==> src/rtl/hazard_controller_pkg.sv <==
// Shared decode definitions for the decode-stage issue controller.
// Provides opcode constants, instruction type and issue FSM state types.
package hazard_controller_pkg;

    localparam logic [6:0] OP_REG    = 7'b0110011;
    localparam logic [6:0] OP_IMM    = 7'b0010011;
    localparam logic [6:0] OP_LOAD   = 7'b0000011;
    localparam logic [6:0] OP_JALR   = 7'b1100111;
    localparam logic [6:0] OP_SYSTEM = 7'b1110011;
    localparam logic [6:0] OP_LUI    = 7'b0110111;
    localparam logic [6:0] OP_AUIPC  = 7'b0010111;
    localparam logic [6:0] OP_JAL    = 7'b1101111;
    localparam logic [6:0] OP_STORE  = 7'b0100011;
    localparam logic [6:0] OP_BRANCH = 7'b1100011;

    typedef enum logic [2:0] {
        IT_R,
        IT_I,
        IT_S,
        IT_B,
        IT_U,
        IT_J,
        IT_NONE
    } instr_type_t;

    typedef enum logic {
        RUN,
        FLUSH
    } hz_state_t;

    function automatic instr_type_t classify(input logic [6:0] op);
        instr_type_t t;
        case (op)
            OP_REG:    t = IT_R;
            OP_IMM:    t = IT_I;
            OP_LOAD:   t = IT_I;
            OP_JALR:   t = IT_I;
            OP_SYSTEM: t = IT_I;
            OP_STORE:  t = IT_S;
            OP_BRANCH: t = IT_B;
            OP_LUI:    t = IT_U;
            OP_AUIPC:  t = IT_U;
            OP_JAL:    t = IT_J;
            default:   t = IT_NONE;
        endcase
        return t;
    endfunction

endpackage

==> src/rtl/hazard_scoreboard.sv <==
// Register scoreboard: busy bit per architectural register plus writer count.
// Ports: set (issue), wb (retire), squash (redirect) inputs; busy/inflight
// outputs and the view used by the hazard check (wb-masked when
// HAZARD_WB_BYPASS_EN is defined, registered state otherwise).
module hazard_scoreboard (
    input  logic        clk,
    input  logic        rst,
    input  logic        set_en,
    input  logic [4:0]  set_rd,
    input  logic        wb_valid,
    input  logic [4:0]  wb_rd,
    input  logic        squash_en,
    input  logic [4:0]  squash_rd,
    output logic [31:0] busy_mask,
    output logic [4:0]  inflight,
    output logic [31:0] busy_view,
    output logic [4:0]  inflight_view
);

    logic [31:0] busy_q;
    logic [4:0]  inflight_q;
    logic        wb_hit;
    logic        sq_hit;
    logic [31:0] wb_mask;
    logic [31:0] sq_mask;
    logic [31:0] set_mask;

    // Only registers that are actually pending retire, so the count
    // always equals the number of set busy bits.
    assign wb_hit = wb_valid && (wb_rd != 5'd0) && busy_q[wb_rd];
    assign sq_hit = squash_en && (squash_rd != 5'd0) && busy_q[squash_rd]
                    && !(wb_hit && (wb_rd == squash_rd));

    assign wb_mask  = wb_hit ? (32'd1 << wb_rd) : 32'd0;
    assign sq_mask  = sq_hit ? (32'd1 << squash_rd) : 32'd0;
    assign set_mask = (set_en && set_rd != 5'd0) ? (32'd1 << set_rd) : 32'd0;

`ifdef HAZARD_WB_BYPASS_EN
    assign busy_view     = busy_q & ~wb_mask;
    assign inflight_view = inflight_q - 5'(wb_hit);
`else
    assign busy_view     = busy_q;
    assign inflight_view = inflight_q;
`endif

    assign busy_mask = busy_q;
    assign inflight  = inflight_q;

    always_ff @(posedge clk) begin
        if (rst) begin
            busy_q     <= 32'd0;
            inflight_q <= 5'd0;
        end else begin
            busy_q     <= ((busy_q & ~wb_mask & ~sq_mask) | set_mask)
                          & 32'hFFFF_FFFE;
            inflight_q <= inflight_q + 5'(set_mask != 32'd0)
                          - 5'(wb_hit) - 5'(sq_hit);
        end
    end

endmodule

==> src/rtl/hazard_controller.sv <==
// Decode-stage issue controller: RAW/WAW/window-full stalls and redirect flush.
// Ports: fetch (if_valid/if_instr/if_ready), decoder word (dec_instr),
// writeback (wb_valid/wb_rd), redirect, status (busy_mask/inflight/stall_cnt).
// Option: HAZARD_WB_BYPASS_EN lets a same-cycle writeback release a stall.
module hazard_controller
    import hazard_controller_pkg::*;
#(
    parameter int FLUSH_CYCLES = 2,
    parameter int MAX_INFLIGHT = 4
) (
    input  logic        clk,
    input  logic        rst,
    input  logic        if_valid,
    input  logic [31:0] if_instr,
    output logic        if_ready,
    output logic [31:0] dec_instr,
    input  logic        wb_valid,
    input  logic [4:0]  wb_rd,
    input  logic        redirect,
    output logic [31:0] busy_mask,
    output logic [4:0]  inflight,
    output logic [15:0] stall_cnt
);

    localparam logic [15:0] FLUSH_LOAD = 16'(FLUSH_CYCLES - 1);
    localparam logic [4:0]  MAX_W      = 5'(MAX_INFLIGHT);

    hz_state_t   state;
    logic [15:0] flush_cnt;
    logic        last_v;
    logic [4:0]  last_rd;

    logic [6:0]  op;
    logic [4:0]  rs1;
    logic [4:0]  rs2;
    logic [4:0]  rd;
    instr_type_t it;
    logic        use_rs1;
    logic        use_rs2;
    logic        writer;
    logic        raw;
    logic        waw;
    logic        full;
    logic        hazard;
    logic        issue;
    logic [31:0] busy_view;
    logic [4:0]  inflight_view;

    assign op  = if_instr[6:0];
    assign rs1 = if_instr[19:15];
    assign rs2 = if_instr[24:20];
    assign rd  = if_instr[11:7];
    assign it  = classify(op);

    assign use_rs1 = (it == IT_R) || (it == IT_I) || (it == IT_S) || (it == IT_B);
    assign use_rs2 = (it == IT_R) || (it == IT_S) || (it == IT_B);
    assign writer  = ((it == IT_R) || (it == IT_I) || (it == IT_U) || (it == IT_J))
                     && (rd != 5'd0);

    assign raw  = (use_rs1 && rs1 != 5'd0 && busy_view[rs1])
               || (use_rs2 && rs2 != 5'd0 && busy_view[rs2]);
    assign waw  = writer && busy_view[rd];
    assign full = writer && (inflight_view == MAX_W);
    assign hazard = raw || waw || full;

    assign issue = !rst && (state == RUN) && !redirect && if_valid && !hazard;

    // Redirect and FLUSH cycles consume the fetch word so wrong-path
    // instructions are dropped rather than held.
    assign if_ready  = !rst && (redirect || (state == FLUSH) || issue);
    assign dec_instr = issue ? if_instr : 32'h0;

    hazard_scoreboard u_sb (
        .clk           (clk),
        .rst           (rst),
        .set_en        (issue && writer),
        .set_rd        (rd),
        .wb_valid      (wb_valid),
        .wb_rd         (wb_rd),
        .squash_en     (redirect && last_v),
        .squash_rd     (last_rd),
        .busy_mask     (busy_mask),
        .inflight      (inflight),
        .busy_view     (busy_view),
        .inflight_view (inflight_view)
    );

    always_ff @(posedge clk) begin
        if (rst) begin
            state     <= RUN;
            flush_cnt <= 16'd0;
            last_v    <= 1'b0;
            last_rd   <= 5'd0;
            stall_cnt <= 16'd0;
        end else begin
            if (if_valid && !if_ready && stall_cnt != 16'hFFFF)
                stall_cnt <= stall_cnt + 16'd1;
            if (redirect) begin
                state     <= FLUSH;
                flush_cnt <= FLUSH_LOAD;
                last_v    <= 1'b0;
            end else begin
                case (state)
                    FLUSH: begin
                        if (flush_cnt == 16'd0)
                            state <= RUN;
                        else
                            flush_cnt <= flush_cnt - 16'd1;
                    end
                    default: begin
                        // last_rd tracks the word now at the decoder output,
                        // which a redirect next cycle must squash.
                        if (issue) begin
                            last_v  <= writer;
                            last_rd <= rd;
                        end else if (!if_valid) begin
                            last_v <= 1'b0;
                        end
                    end
                endcase
            end
        end
    end

endmodule
==> config.mk <==
export PLATFORM = sky130hd
export DESIGN_NAME = hazard_controller
export DESIGN_NICKNAME = d
export VERILOG_FILES = /design/src/rtl/hazard_controller_pkg.sv /design/src/rtl/hazard_scoreboard.sv /design/src/rtl/hazard_controller.sv
export SDC_FILE = /design/constraint.sdc
export NUM_CORES = 1
export LEC_CHECK = 0
export ABC_AREA = 1
export BUFFER_PORTS_ARGS = -buffer_cell sky130_fd_sc_hd__buf_2
export CAP_MARGIN = 30
export CORE_UTILIZATION = 60
export DETAILED_ROUTE_END_ITERATION = 6
export GPL_ROUTABILITY_DRIVEN = 0
export GPL_TIMING_DRIVEN = 0
export HOLD_SLACK_MARGIN = 0.12
export PLACE_DENSITY_LB_ADDON = 0.3
export SLEW_MARGIN = 20
export SYNTH_ARGS = -nofsm -noshare
export SYNTH_HDL_FRONTEND = slang
export SYNTH_HIERARCHICAL = 1
export SYNTH_SLANG_ARGS = --single-unit
export TNS_END_PERCENT = 1
==> constraint.sdc <==
create_clock -name clk -period 7.2 [get_ports clk]
set_input_delay 1.8 -clock clk [delete_from_list [all_inputs] [get_ports clk]]
set_output_delay 1.8 -clock clk [all_outputs]
set_load 0.01 [all_outputs]
==> flow_summary_export.csv, run 1 <==
group,metric,value,unit
detailed_routing,totalWireLength,24510,um
clock_tree,cts_buffers,9,
critical_path,arrival,3.87,ns
outcome,outcome,"finished with violations",
cells_and_area,antennaDiodeCount,0,
cells_and_area,post-route-util,71.17,%
cells_and_area,drive_gt1_share,25.60,%
synthesis,ys_types,43,
floorplanning,die_y,114.2,um
worst_hold_path,min_delay_path_depth,2,
cells_and_area,num-nets-final,1426,
detailed_routing,dr.pass1.iters,7,
floorplanning,start_util,62.07,%
critical_path,startpoint_type,"primary input",
sta,slew_violations,0,
job,max_cap_viol_count,0,
pwr,finalPower,1.138,mW
grt,antenna_found_initial,0,
sta,fmax,176.2,MHz
sta,setup_viol_count_final,0,
worst_hold_path,hold_path_class,"reg -> reg",
sta,slew_headroom,39.95,%
synthesis,yosys-top-cells-area,"dfxtp_1 20%, nand2_1 17%, nand3_1 9.0%, inv_1 6.9%, nor2_1 6.9%",
detailed_routing,route.detailed.drc,22,
floorplanning,die_w,114.2,um
sta,finalCriticalPeriod,5.675,ns
cells_and_area,area_growth_syn_to_layout,14.67,%
clock_tree,path_clk_slew,0.07,ns
pwr,power.density,131.5,nW/um^2
critical_path,path_delay_family,"buffers and inverters",
synthesis,synth_area_per_cell,6.087,um^2
place,dp_hpwl,18270,um
critical_path,startpoint,"if_instr[8]",
detailed_routing,wl_per_cell,15.84,um
critical_path,cp_max_fo,10,
detailed_routing,drtAntennaViolNets,0,
outcome,violations,"design-rule violations",
grt,grt_first_pass_wirelength,38400,um
pwr,power.leakage,3.911,nW
critical_path,crit_required,5.40,ns
critical_path,worstRegToRegCells,14,
synthesis,syn_inst,1240,
critical_path,critPathKind,"in -> out",
grt,grt_max_degree,16,
sta,fin_crit_sh,78.81,%
clock_tree,root_buffer,"clkbuf_16",
critical_path,r2r-start,"last_rd[4]$_SDFFE_PP0P_",
detailed_routing,via_per_inst,5.701,
worst_hold_path,min_to,"flush_cnt[3]$_SDFFE_PP0P_",
critical_path,slowest_stage,"buf_2",
detailed_routing,drt_iter0_markers,1386,
clock_tree,cts_setup_buffers,0,
floorplanning,row_count,40,
grt,grt_pass1_vias,7971,
worst_hold_path,min-delay-start,"flush_cnt[3]$_SDFFE_PP0P_",
floorplanning,core_area,12160,um^2
clock_tree,cts_resized,0,
sta,clock_skew,0.01204,ns
critical_path,rrSetupSlack,3.67,ns
critical_path,max_stage_delay,0.25,ns
floorplanning,ioPinCount,128,
clock_tree,cts_buffer_depth,2,
cells_and_area,final-instance-count-excl-fill,1547,
clock_tree,clock_latency,0.34,ns
synthesis,synth_edf_count,0,
synthesis,seq_area_frac_synth,19.89,%
sta,rsz0062_at_grt,"false",
synthesis,synth.top_cell.area_share,19.89,%
clock_tree,cts_tree,"built",
sta,tns,0,ns
floorplanning,dieArea,13030,um^2
pwr,vdd_drop_max,0.1531,mV
synthesis,synth.largest_area_cell,"dfxtp_1",
clock_tree,cts_hold_buffers,0,
critical_path,cp.buffers_inverters,6,
detailed_routing,vias,8819,
clock_tree,ctsHtreeMaxLevel,3,
sta,tightest_slew,0.9008,ns
place,dp.cells,1530,
synthesis,synth_ff_type,"dfxtp_1",
place,port_buffers,121,
critical_path,end_kind,"output port",
critical_path,timing.rr.end,"u_sb/inflight[3]$_SDFF_PP0_",
grt,grt_overflow,0,
clock_tree,cts_sinks,75,
synthesis,async_reset_ff_share,0,%
grt,grt_usage,37.30,%
synthesis,synth_seq_cells,75,
synthesis,synthesis.area,7548,um^2
critical_path,crit_chain,"buf_2 > buf_2 > inv_2 > nand3_1 > nand2_1 > nand2_1 > nand3_1 > nand3_1 > nand3_1 > nand2_1 > nand2_2 > nor2_1 > inv_2 > buf_2 > nor2_1 > buf_2",
synthesis,ys.warnings.count,6,
sta,hold_viol,0,
==> power by group <==
group | leakage, nW | internal, mW | switching, mW
logic | 3.17 | 0.0960 | 0.172
clock network | 0.135 | 0.239 | 0.190
registers | 0.607 | 0.429 | 0.0124
==> metrics by stage <==
stage,worst slack (ns),hold slack [ns],area [um^2]
floorplan,2.196,0.4347,7552
global placement,1.657,0.4449,8368
detailed placement,1.630,0.4602,8368
CTS,1.581,0.4697,8651
global route,1.327,0.5075,8656
finish,1.525,0.4735,8656
==> synth_stat cells, drive strengths merged (9+ instances only) <==
cell type and number:
dfxtp 75, nor2 164, clkbuf 17, o21ai 29, nor4 12, a21oi 73, nor3 21, nand2 361
nand4 41, buf 78, inv 152, xor2 16, ha 9, nand3 174
==> area by class of cell <==
cell class	instances	area, um^2
Buffer	95	740.7
Clock buffer	9	225.2
Clock inverter	7	57.56
Fill cell	1089	3506
Inverter	154	590.6
Multi-Input combinational cell	917	4720
Sequential cell	75	1501
Tap cell	168	210.2
Timing Repair Buffer	122	610.6
==> logic make-up (layout without fill, tap and decap cells) <==
| group | after synthesis | in the layout | share of synthesized area, % |
|---|---|---|---|
| AND/OR/NAND/NOR | 775 | 775 | 48.63 |
| other | 1 | 2 | 0.04968 |
| adder cells (fa/ha/maj) | 10 | 10 | 1.757 |
| buffers and inverters | 249 | 387 | 17.64 |
| flip-flops | 75 | 75 | 19.89 |
| AO/OA/AOI/OAI | 106 | 106 | 9.249 |
| XOR/XNOR | 24 | 24 | 2.785 |
==> sequential cells by signal (all words and copies together), names as in the netlist <==
signal,count
flush_cnt,16
last_rd,5
last_v,1
stall_cnt,16
state,1
u_sb/busy_mask,31
u_sb/inflight,5
==> per-layer routing <==
metal  global-route usage [%]  share of wire [%]  vias up
met1                    46.56                 40     3936
met2                    60.40                 45      592
met4                    18.10                4.6        0
met3                    8.788                 11      105
met5                        0                  0        -
li1                         -                  -     4186
==> how the worst max path moves through the flow <==
| stage | endpoint | slack (ns) | cells after the start |
|---|---|---|---|
| finish | dec_instr[17] | 1.53 | 16 |
| global route | dec_instr[26] | 1.33 | 16 |
| CTS | dec_instr[12] | 1.58 | 16 |
| detailed placement | dec_instr[12] | 1.63 | 16 |
| global placement | dec_instr[12] | 1.66 | 16 |
| floorplan | dec_instr[12] | 2.20 | 16 |
==> placed cells by master, fill, tap and decap left out, types with 2 or more instances in the layout <==
master	n
nor2_1	138
a21oi_1	34
nand4_1	40
nor2_2	23
nand2_1	344
inv_1	138
inv_6	4
xor2_1	16
buf_1	2
nand2_2	15
o21ai_1	10
ha_1	9
buf_2	133
inv_4	3
clkinvlp_4	2
dfxtp_1	75
nand3_4	3
clkinv_1	2
conb_1	2
nor4_1	12
clkbuf_1	17
buf_6	17
nor3_1	19
o21ai_0	19
nand3_2	35
nand3_1	136
nor3_2	2
a21oi_2	39
clkbuf_16	9
buf_4	41
xnor2_1	8
nand2_4	2
inv_2	10
buf_8	5
buf_12	2
nor2_4	2
==> worst min-delay path: cells and delay by family, from the launching register on <==
kind                   cells  cell delay, ns
flip-flops                 1            0.31
buffers and inverters      1            0.06
AO/OA/AOI/OAI              1            0.05
Power figures use the tool's default switching activity.
==> inputs of run 2 (changes only) <==
--- a/config.mk
+++ b/config.mk
@@ -8,7 +8,7 @@
 export ABC_AREA = 1
 export BUFFER_PORTS_ARGS = -buffer_cell sky130_fd_sc_hd__buf_2
 export CAP_MARGIN = 30
-export CORE_UTILIZATION = 60
+export CORE_UTILIZATION = 58
 export DETAILED_ROUTE_END_ITERATION = 6
 export GPL_ROUTABILITY_DRIVEN = 0
 export GPL_TIMING_DRIVEN = 0
==> constraint.sdc (replaced) <==
create_clock -name clk -period 5.5 [get_ports clk]
set_input_delay 1.375 -clock clk [delete_from_list [all_inputs] [get_ports clk]]
set_output_delay 1.375 -clock clk [all_outputs]
set_load 0.01 [all_outputs]
==> run 2 against run 1 <==
Compared with the run above: the run now ends clean; clock skew down 0.00066 ns; clock-buffer cell count up 1; critical path depth unchanged; power up 33%; final area up 0.19%; die area up 3.4%; global-route usage down 1.7 points; flip-flop and latch count unchanged; largest cell class unchanged.
==> flow_summary_export.csv, run 2 (same netlist as run 1, synthesis figures left out) <==
group,metric,value,unit
clock_tree,cts_hold_buffers,0,
cells_and_area,post-route-util,68.44,%
cells_and_area,layout_commonest_cell,"nand2_1",
clock_tree,cts_tree,"built",
grt,antenna_found_initial,0,
floorplanning,start_util,59.57,%
critical_path,rrSetupSlack,2.00,ns
pwr,vdd_drop_max,0.2360,mV
pwr,clockPowerShare,38.8,%
clock_tree,clock_latency,0.34,ns
critical_path,crit_chain,"buf_2 > buf_2 > inv_2 > nand3_1 > nand2_1 > nand2_1 > nand3_1 > nand3_1 > nand3_1 > nand2_1 > nand2_2 > nor2_1 > inv_2 > buf_2 > nor2_1 > buf_2",
detailed_routing,drtAntennaViolNets,0,
detailed_routing,wl_per_cell,15.71,um
critical_path,max_stage_delay,0.25,ns
sta,tightest_slew,0.8467,ns
pwr,power.leakage,3.918,nW
sta,slew_headroom,43.56,%
grt,grt_max_degree,14,
detailed_routing,vias,8837,
cells_and_area,area_growth_syn_to_layout,14.88,%
job,max_cap_viol_count,0,
clock_tree,cts_resized,0,
critical_path,critPathKind,"in -> out",
pwr,power.internal,1.040,mW
pwr,power.density,174.7,nW/um^2
sta,slew_violations,0,
clock_tree,ctsHtreeMaxLevel,3,
clock_tree,path_clk_slew,0.06,ns
sta,fmax,208.9,MHz
pwr,finalPower,1.515,mW
pwr,swShare,31.38,%
sta,hold_viol,0,
detailed_routing,route.detailed.drc,0,
detailed_routing,dr.pass1.iters,6,
clock_tree,cts_buffers,9,
grt,grt_usage,35.62,%
grt,grt_overflow,0,
cells_and_area,antennaDiodeCount,0,
sta,tns,0,ns
sta,fin_crit_sh,87.03,%
clock_tree,root_buffer,"clkbuf_16",
critical_path,arrival,3.41,ns
floorplanning,dieArea,13470,um^2
detailed_routing,totalWireLength,24370,um
sta,setup_viol_count_final,0,
place,preCtsSetupSlack,0.5149,ns
detailed_routing,via_per_inst,5.698,
critical_path,slowest_stage,"buf_2",
critical_path,cp_max_fo,10,
sta,finalCriticalPeriod,4.786,ns
cells_and_area,drive_gt1_share,25.53,%
clock_tree,cts_buffer_depth,2,
grt,grt_first_pass_wirelength,37230,um
cells_and_area,largest_reg_flops,31,
detailed_routing,drt_iter0_markers,1106,
critical_path,startpoint_type,"primary input",
floorplanning,core_area,12670,um^2
outcome,outcome,"finished clean",
floorplanning,row_count,41,
critical_path,end_kind,"output port",
sta,clock_skew,0.01138,ns
place,dp_hpwl,18350,um
place,port_buffers,121,
floorplanning,ioPinCount,128,
critical_path,crit_required,4.12,ns
clock_tree,cts_setup_buffers,0,
grt,grt_pass1_vias,7836,
cells_and_area,num-nets-final,1426,
floorplanning,die_y,116.1,um
worst_hold_path,hold_path_class,"reg -> reg",
floorplanning,die_w,116.1,um
clock_tree,cts_sinks,75,
pwr,p_switching,0.4754,mW
cells_and_area,mostFrequentLayoutCells,"344 x nand2_1, 138 x inv_1, 138 x nor2_1, 136 x nand3_1, 132 x buf_2",
pwr,seq_power_share,38.1,%
sta,fin_ws,0.7136,ns
sta,rsz0062_at_grt,"false",
pwr,combPwrFrac,23.1,%
[run 2: cell types whose count changed in the layout (fill, tap and decap cells not counted), sizes merged]
cell / change
clkbuf: +2
buf: -1
clkinvlp: -1
clkinv: +2
bufinv: +1
inv: -3
[run 2: per-stage QoR]
step	instance area, um^2	cells	hold WS [ns]
2_1_floorplan	7552	1241	0.4347
3_3_place_gp	8373	1534	0.4464
3_5_place_dp	8373	1534	0.4510
4_1_cts	8667	1550	0.4602
5_1_grt	8672	1551	0.4932
6_report	8672	1551	0.4630
[run 2: worst max-delay path: cells and delay by family]
kind	cells	cell delay, ns
AND/OR/NAND/NOR	10	0.98
buffers and inverters	6	1.05
[run 2: final timing paths]
path,startpoint,end,depth (start not counted)
max,if_instr[8],dec_instr[12],16
min,flush_cnt[15]$_SDFFE_PP0P_,flush_cnt[15]$_SDFFE_PP0P_,2
max reg2reg,last_rd[4]$_SDFFE_PP0P_,u_sb/inflight[3]$_SDFF_PP0_,14
min reg2reg,flush_cnt[15]$_SDFFE_PP0P_,flush_cnt[15]$_SDFFE_PP0P_,2
[run 2: per-layer routing]
metal | part of all wire (%) | track usage (%)
met1 | 39 | 43.41
met4 | 5.9 | 22.56
met2 | 44 | 56.67
met3 | 12 | 8.159
met5 | 0 | 0
[run 2: final cells by class]
cell class / instances / area [um^2]
Sequential cell: 75 / 1501
Buffer: 95 / 740.7
Multi-Input combinational cell: 917 / 4720
Inverter: 154 / 590.6
Fill cell: 1153 / 3999
Clock buffer: 10 / 229.0
Clock inverter: 6 / 65.06
Tap cell: 172 / 215.2
Timing Repair Buffer: 122 / 610.6
[run 2: power groups by stage]
| stage | combinational [mW] | sequential [mW] | clock, mW |
|---|---|---|---|
| after floorplan | 0.241 | 0.591 | 0 |
| after global placement | 0.333 | 0.588 | 0 |
| after detailed placement | 0.339 | 0.589 | 0 |
| after CTS | 0.343 | 0.577 | 0.595 |
| after global routing | 0.385 | 0.579 | 0.614 |
| final | 0.350 | 0.577 | 0.588 |
